File: src/rtl/rst_seq_ctrl_if.sv
// Request/status bundle between a reset sequencer and its consumers.
// Requests are one-cycle pulses; outputs are registered reset lines.
interface rst_seq_ctrl_if #(
    parameter int N_DOM = 4
);
    logic             sw_rst_req;
    logic             wdt_rst_req;
    logic [N_DOM-1:0] dom_rst_n;
    logic             rst_busy;
    logic [1:0]       rst_cause;

    modport master (
        output sw_rst_req,
        output wdt_rst_req,
        input  dom_rst_n,
        input  rst_busy,
        input  rst_cause
    );

    modport slave (
        input  sw_rst_req,
        input  wdt_rst_req,
        output dom_rst_n,
        output rst_busy,
        output rst_cause
    );
endinterface

File: src/rtl/rst_seq_ctrl.sv
// Ordered reset release: hold all domains, then release them one by one
// at fixed spacing; software/watchdog requests restart the sequence.
module rst_seq_ctrl #(
    parameter int N_DOM = 4,
    parameter int HOLD  = 8,
    parameter int STEP  = 4
) (
    input  logic          clk,
    input  logic          rst_async_n,
    rst_seq_ctrl_if.slave bus
);

    localparam int IW = (N_DOM > 1) ? $clog2(N_DOM) : 1;
    localparam logic [7:0]    HOLD_C = 8'(HOLD);
    localparam logic [7:0]    STEP_C = 8'(STEP);
    localparam logic [IW-1:0] LAST   = IW'(N_DOM - 1);
    localparam logic [1:0]    C_POR  = 2'b00;
    localparam logic [1:0]    C_SW   = 2'b01;
    localparam logic [1:0]    C_WDT  = 2'b10;

    typedef enum logic [1:0] {
        ASSERT  = 2'd0,
        RELEASE = 2'd1,
        IDLE    = 2'd2
    } state_e;

    state_e           state_q, state_d;
    logic [7:0]       cnt_q, cnt_d;
    logic [IW-1:0]    idx_q, idx_d;
    logic [N_DOM-1:0] dom_q, dom_d;
    logic             busy_q, busy_d;
    logic [1:0]       cause_q, cause_d;
    logic             arm_q, arm_d;
    logic [7:0]       cnt_inc;
    logic             restart;

    // Power-on leaves arm_q clear so the first edge after reset release
    // acts as edge 0, matching the edge on which a request enters ASSERT.
    always_ff @(posedge clk or negedge rst_async_n) begin
        if (!rst_async_n) begin
            state_q <= ASSERT;
            cnt_q   <= '0;
            idx_q   <= '0;
            dom_q   <= '0;
            busy_q  <= 1'b1;
            cause_q <= C_POR;
            arm_q   <= 1'b0;
        end else begin
            state_q <= state_d;
            cnt_q   <= cnt_d;
            idx_q   <= idx_d;
            dom_q   <= dom_d;
            busy_q  <= busy_d;
            cause_q <= cause_d;
            arm_q   <= arm_d;
        end
    end

    assign cnt_inc = cnt_q + 8'd1;
    assign restart = bus.wdt_rst_req
                   | (bus.sw_rst_req & (state_q == IDLE));

    always_comb begin
        state_d = state_q;
        cnt_d   = cnt_q;
        idx_d   = idx_q;
        dom_d   = dom_q;
        busy_d  = busy_q;
        cause_d = cause_q;
        arm_d   = arm_q;

        unique case (state_q)
            ASSERT: begin
                if (!arm_q) begin
                    arm_d = 1'b1;
                end else if (cnt_inc == HOLD_C) begin
                    dom_d[0] = 1'b1;
                    cnt_d    = '0;
                    if (N_DOM == 1) begin
                        state_d = IDLE;
                        busy_d  = 1'b0;
                    end else begin
                        state_d = RELEASE;
                        idx_d   = IW'(1);
                    end
                end else begin
                    cnt_d = cnt_inc;
                end
            end
            RELEASE: begin
                if (cnt_inc == STEP_C) begin
                    for (int k = 0; k < N_DOM; k++) begin
                        if (idx_q == IW'(k)) dom_d[k] = 1'b1;
                    end
                    cnt_d = '0;
                    idx_d = idx_q + IW'(1);
                    if (idx_q == LAST) begin
                        state_d = IDLE;
                        busy_d  = 1'b0;
                    end
                end else begin
                    cnt_d = cnt_inc;
                end
            end
            IDLE: begin
            end
            default: begin
                state_d = ASSERT;
            end
        endcase

        if (restart) begin
            state_d = ASSERT;
            cnt_d   = '0;
            idx_d   = '0;
            dom_d   = '0;
            busy_d  = 1'b1;
            arm_d   = 1'b1;
            cause_d = bus.wdt_rst_req ? C_WDT : C_SW;
        end
    end

    assign bus.dom_rst_n = dom_q;
    assign bus.rst_busy  = busy_q;
    assign bus.rst_cause = cause_q;

endmodule

File: src/flat_wrapper.sv
// flat-port wrapper written by rule: the top's interface ports become plain ports
module rst_seq_ctrl_flat 
#(
    parameter int N_DOM = 4,
    parameter int HOLD  = 8,
    parameter int STEP  = 4
)
  (clk, rst_async_n, bus_sw_rst_req, bus_wdt_rst_req, bus_dom_rst_n, bus_rst_busy, bus_rst_cause);
  rst_seq_ctrl_if #(.N_DOM(N_DOM)) bus_i ();
  input  logic clk;
  input  logic rst_async_n;
  input wire logic [$bits(bus_i.sw_rst_req)-1:0] bus_sw_rst_req;
  input wire logic [$bits(bus_i.wdt_rst_req)-1:0] bus_wdt_rst_req;
  output wire logic [$bits(bus_i.dom_rst_n)-1:0] bus_dom_rst_n;
  output wire logic [$bits(bus_i.rst_busy)-1:0] bus_rst_busy;
  output wire logic [$bits(bus_i.rst_cause)-1:0] bus_rst_cause;
  assign bus_i.sw_rst_req = bus_sw_rst_req;
  assign bus_i.wdt_rst_req = bus_wdt_rst_req;
  assign bus_dom_rst_n = bus_i.dom_rst_n;
  assign bus_rst_busy = bus_i.rst_busy;
  assign bus_rst_cause = bus_i.rst_cause;
  rst_seq_ctrl #(.N_DOM(N_DOM), .HOLD(HOLD), .STEP(STEP)) u_core (.clk(clk), .rst_async_n(rst_async_n), .bus(bus_i));
endmodule
File: config.mk
export PLATFORM = sky130hd
export DESIGN_NAME = rst_seq_ctrl_flat
export DESIGN_NICKNAME = d
export VERILOG_FILES = /design/src/rtl/rst_seq_ctrl_if.sv /design/src/rtl/rst_seq_ctrl.sv /design/src/flat_wrapper.sv
export SDC_FILE = /design/constraint.sdc
export NUM_CORES = 1
export LEC_CHECK = 0
export BUFFER_PORTS_ARGS = -buffer_cell sky130_fd_sc_hd__buf_2
export CORE_MARGIN = 4
export CORE_UTILIZATION = 62
export DETAILED_ROUTE_END_ITERATION = 10
export PLACE_DENSITY = 0.83
export SLEW_MARGIN = 20
export SYNTH_ARGS = -nofsm -noshare
export SYNTH_HDL_FRONTEND = slang
export SYNTH_SLANG_ARGS = --single-unit
export TNS_END_PERCENT = 1
File: constraint.sdc
create_clock -name clk -period 4.75 [get_ports clk]
set_input_delay 0.475 -clock clk [delete_from_list [all_inputs] [get_ports clk]]
set_output_delay 0.475 -clock clk [all_outputs]
set_load 0.02 [all_outputs]
After elaboration in Yosys (flattened, before gate mapping)

Index checks and enable logic that the tools add are counted.

Reduce and logical (&&, ||, !) cells: 16
Mux-type cells: 31
Bitwise operators: 2
Equal/unequal tests: 13
Add/subtract/negate cells: 2

Operator list:

| operator                                                        | count |
|---|---|
| 8-bit two-way mux                                               | 4 |
| 2-bit two-way mux                                               | 8 |
| 8-bit one-hot mux with 2 select lines                           | 1 |
| 3-bit by 1-bit != test with 1-bit output, second input constant | 5 |
| 1-bit two-way mux                                               | 12 |
| 2-bit nonzero test                                              | 6 |
| 5-bit AND reduction                                             | 2 |
| 3-bit AND reduction                                             | 3 |
| 8-bit by 1-bit adder with 8-bit output, second input constant   | 1 |
| 8-bit by 3-bit == test with 1-bit output, second input constant | 1 |
| 8-bit by 4-bit == test with 1-bit output, second input constant | 1 |
| 4-bit two-way mux                                               | 2 |
| 2-bit == test, second input constant                            | 3 |
| 2-bit one-hot mux with 3 select lines                           | 1 |
| 2-bit by 1-bit == test with 1-bit output, second input constant | 2 |
| 2-bit zero test                                                 | 2 |
| 2-bit one-hot mux with 2 select lines                           | 1 |
| 4-bit AND reduction                                             | 1 |
| 3-bit two-way mux                                               | 1 |
| 3-bit nonzero test                                              | 1 |
| 2-bit by 1-bit adder with 2-bit output, second input constant   | 1 |
| 2-bit by 1-bit != test with 1-bit output, second input constant | 1 |
| 1-bit one-hot mux with 2 select lines                           | 1 |
| 2-bit AND reduction                                             | 1 |
| other kinds (2)                                                 | 2 |

Input bits: 4
Word-level logic and storage cells: 74
Flip-flop bits (word level): 20
Output and inout port bits: 7

Depth between registers and ports, before layout

Word-level depth: 6
Mapped depth: 8
Depth with buffers taken out: 5

Least setup slack after synthesis

No wires, ideal clock.

Kind: register -> register
From: reg u_core.cnt_q[4]
To: reg u_core.idx_q[1]
Data arrival time: 1.477 ns
Path slack: 3.147 ns
Path buffers: 2
Period minus slack after synthesis: 1.603 ns
Cell stages (with the launch flop): 8
Cells stage by stage: dfrtp_1 > clkbuf_2 > and3_2 > nand3_4 > a211oi_2 > buf_6 > a21oi_1 > a221o_1

Longest elaborated chain between the ends: 4
Elaborated cells on any way between the ends: 6

RTL lines:

| element                                                                                              | line                                   | RTL |
|---|---|---|
| from (decl)                                                                                          | rst_seq_ctrl.sv:28                     | `logic [7:0] cnt_q, cnt_d;` |
| from (signal assigned)                                                                               | rst_seq_ctrl.sv:50                     | `cnt_q <= cnt_d;` |
| 8-bit by 1-bit adder with 8-bit output (*)                                                           | rst_seq_ctrl.sv:59                     | `assign cnt_inc = cnt_q + 8'd1;` |
| 8-bit by 3-bit == test with 1-bit output or 8-bit by 4-bit == test with 1-bit output (tied branches) | rst_seq_ctrl.sv:91, rst_seq_ctrl.sv:76 |  |
| 3-bit by 1-bit != test with 1-bit output (no line)                                                   | --                                     |  |
| 4-bit AND reduction (no line) (*)                                                                    | --                                     |  |
| to (signal assigned)                                                                                 | rst_seq_ctrl.sv:51                     | `idx_q <= idx_d;` |
| to (decl)                                                                                            | rst_seq_ctrl.sv:29                     | `logic [IW-1:0] idx_q, idx_d;` |

Mark *: on every way between the ends. The rest lies on a longest branch, timed or not.
A chain may end at the register's enable or synchronous reset.

Final worst setup path

From: reg u_core.cnt_q[2]
To: reg u_core.dom_q[0] (netlist: u_core.bus.dom_rst_n[0])

Longest elaborated chain between the ends: 4
Elaborated cells on any way between the ends: 6

RTL lines:

| element                                                                                              | line                                   | RTL |
|---|---|---|
| 8-bit by 1-bit adder with 8-bit output (*)                                                           | rst_seq_ctrl.sv:59                     |  |
| 8-bit by 3-bit == test with 1-bit output or 8-bit by 4-bit == test with 1-bit output (tied branches) | rst_seq_ctrl.sv:91, rst_seq_ctrl.sv:76 |  |
| 3-bit by 1-bit != test with 1-bit output (no line)                                                   | --                                     |  |
| 5-bit AND reduction (no line) (*)                                                                    | --                                     |  |
| to (signal assigned)                                                                                 | rst_seq_ctrl.sv:52                     | `dom_q <= dom_d;` |
| to (decl)                                                                                            | rst_seq_ctrl.sv:30                     | `logic [N_DOM-1:0] dom_q, dom_d;` |

Marked as above.

==> results.json <==
{
  "clock_latency_ps": 300,
  "nets": 150,
  "die_y_um": 52.9,
  "core-area_um2": 1820,
  "fp-row-count": 15,
  "cts_post_setup_buffers_inserted": 0,
  "critPathMaxFanout": 13,
  "synth_ff_type": "dfrtp_1",
  "first_global_vias": 1030,
  "pwr_density_cell_nw_per_um2": 240,
  "multi_input_area_um2": 668,
  "numClockSinks": 20,
  "syn_area_um2": 1250,
  "path_clk_slew_ps": 120,
  "syn2layout_area_growth_pct": 4.00,
  "netlist_instances": 136,
  "seq_area_um2": 502,
  "io_buffers": 10,
  "dpl.cell_count": 161,
  "grt-ovfl-total": 0,
  "drtPass1Iterations": 4,
  "synth_seq_cells": 20,
  "timing.slew.headroom": 0.444,
  "critPathRequiredTime_ps": 5000,
  "skew_ps": 3.78,
  "async_flop_share": 1.00,
  "root_buffer": "clkbuf_4",
  "tightest_slew_ps": 831,
  "drt_iter0_drc": 37,
  "crit_type": "flip-flop to flip-flop",
  "setup_tns_ps": 0,
  "die_area_um2": 2800,
  "fillers": 134,
  "dpl.hpwl_mm": 1.87,
  "vias": 1031,
  "whs_ps": 93.8,
  "ioPinCount": 11,
  "setup_viol": 0,
  "timing.fmax_mhz": 410,
  "postRouteAntennaNets": 0,
  "ctsResizeCount": 0,
  "grt_max_degree": 21,
  "cts_tree": "yes",
  "initial_utilization": 0.688,
  "antenna_found_initial": 0,
  "max_cap_viol_count": 0,
  "totalPowerFinal_w": 0.000312,
  "leakagePower_nw": 0.554,
  "ctsLongestPathBuffers": 2,
  "syn_area_per_cell_um2": 9.21,
  "htreeDepth": 1,
  "ff2ff_path_depth": 5,
  "fin_crit_sh": 0.514,
  "r2r-start": "u_core.cnt_q[2]$_DFFE_PN0P_",
  "grt_usage": 0.229,
  "routed_wl_mm": 2.64,
  "place_congestion": 0.848,
  "irDropWorstVdd_v": 0.000227,
  "diodes": 0,
  "final_common_cell": "dfrtp_1",
  "endpoint_kind": "flip-flop",
  "maxSlewViolCount": 0,
  "synth_seq_area_share": 0.401,
  "cts_buffers": 3,
  "rsz0062_at_grt": "no",
  "fin_cells": 165,
  "wl_per_cell_um": 16.0,
  "synth_edf_count": 0,
  "die_w_um": 52.9,
  "grt_pass1_wl_mm": 4.73,
  "status": "completed",
  "hold_buffers": 0,
  "r2r-end": "u_core.bus.dom_rst_n[0]$_DFFE_PN0P_",
  "setup.worst_path.start_class": "flip-flop",
  "drive_gt1_frac": 0.164,
  "hold_class": "input port to async pin",
  "finalHoldViolCount": 0,
  "drc_errors": 0,
  "synth_nets": 145,
  "ys_types": 46,
  "cp.arrival_ps": 2690,
  "period_needed_ps": 2440,
  "ys_warn_count": 0,
  "mostFrequentLayoutCells": "dfrtp_1, nor2_1, a21oi_1, buf_2",
  "avgViaCountPerCell": 6.25,
  "rrSetupSlack_ps": 2310
}
## synth_stat cells, types with 2 or more instances
cell type	instances	share of area
nand3_1	2	0.0080
nor2_1	17	0.051
dfrtp_1	19	0.38
and2_1	2	0.010
nor3_1	5	0.020
inv_1	4	0.012
nand2b_1	5	0.025
a21o_1	4	0.024
o21ai_0	6	0.024
and3_1	2	0.010
buf_2	2	0.0080
o21ai_1	2	0.0080
nor4b_1	2	0.014
a211oi_1	2	0.012
o311ai_1	2	0.014
a21oi_1	10	0.040
clkbuf_1	3	0.0090
buf_6	3	0.027
a31oi_1	5	0.025
ha_1	5	0.050
nand2_1	6	0.018
nand4_1	2	0.010
nor2b_1	3	0.015
## per-layer routing
layer / GRT usage / vias up / part of all wire
met1: 0.309 / 487 / 0.47
li1: - / 501 / -
met4: 0.0851 / 0 / 0.022
met5: 0 / - / 0
met3: 0.0451 / 8 / 0.049
met2: 0.362 / 35 / 0.46
## cells by family (layout without fill, tap and decap cells)
logic type,count (synthesis),after routing,synth area share
AO/OA/AOI/OAI,41,41,0.225
XOR/XNOR,1,1,0.00699
adder cells (fa/ha/maj),5,5,0.0500
buffers and inverters,14,18,0.0659
flip-flops,20,20,0.401
AND/OR/NAND/NOR,55,55,0.252
## registers in the layout (all words and copies together) (netlist names)
name                  flops
u_core.arm_q              1
u_core.bus.dom_rst_n      4
u_core.bus.rst_busy       1
u_core.bus.rst_cause      2
u_core.cnt_q              8
u_core.idx_q              2
u_core.state_q            2
## critical path, cell delays in order, from the launching register on
cell and delay [ps]:
dfrtp_1 580, and2_1 350, o21ai_1 160, a211oi_2 660, nor4b_1 470, o21a_1 170
## report_power, final
| group | switching [W] | internal (W) |
|---|---|---|
| clock network | 0.0000557 | 0.0000468 |
| registers | 0.00000867 | 0.000174 |
| logic | 0.0000173 | 0.0000102 |
## worst max-delay path by stage
stage / startpoint / end / slack (ps) / cells past startpoint
2_1_floorplan: u_core.cnt_q[4]$_DFFE_PN0P_ / u_core.idx_q[1]$_DFFE_PN0P_ / 3150 / 7
3_3_place_gp: u_core.cnt_q[2]$_DFFE_PN0P_ / u_core.bus.dom_rst_n[0]$_DFFE_PN0P_ / 2540 / 5
3_5_place_dp: u_core.cnt_q[2]$_DFFE_PN0P_ / u_core.bus.dom_rst_n[0]$_DFFE_PN0P_ / 2420 / 5
4_1_cts: u_core.cnt_q[2]$_DFFE_PN0P_ / u_core.bus.dom_rst_n[0]$_DFFE_PN0P_ / 2380 / 5
5_1_grt: u_core.cnt_q[2]$_DFFE_PN0P_ / u_core.bus.dom_rst_n[0]$_DFFE_PN0P_ / 2210 / 5
6_report: u_core.cnt_q[2]$_DFFE_PN0P_ / u_core.bus.dom_rst_n[0]$_DFFE_PN0P_ / 2310 / 5
## stage by stage
stage	setup WS (ps)	cell area, µm²	util
detailed placement	2420	1270	0.696
floorplan	3150	1250	-
finish	2310	1300	0.715
global placement	2540	1270	0.696
CTS	2380	1300	0.715
global route	2210	1300	0.715
## layout make-up
class                      instances  share of cell area
multi-input combinational        102               0.513
timing repair buffer              10              0.0384
sequential                        20               0.385
clock buffer                       4              0.0279
inverter                           4              0.0115
tap                               25              0.0240
No activity file was read; power rests on OpenSTA's default activity.
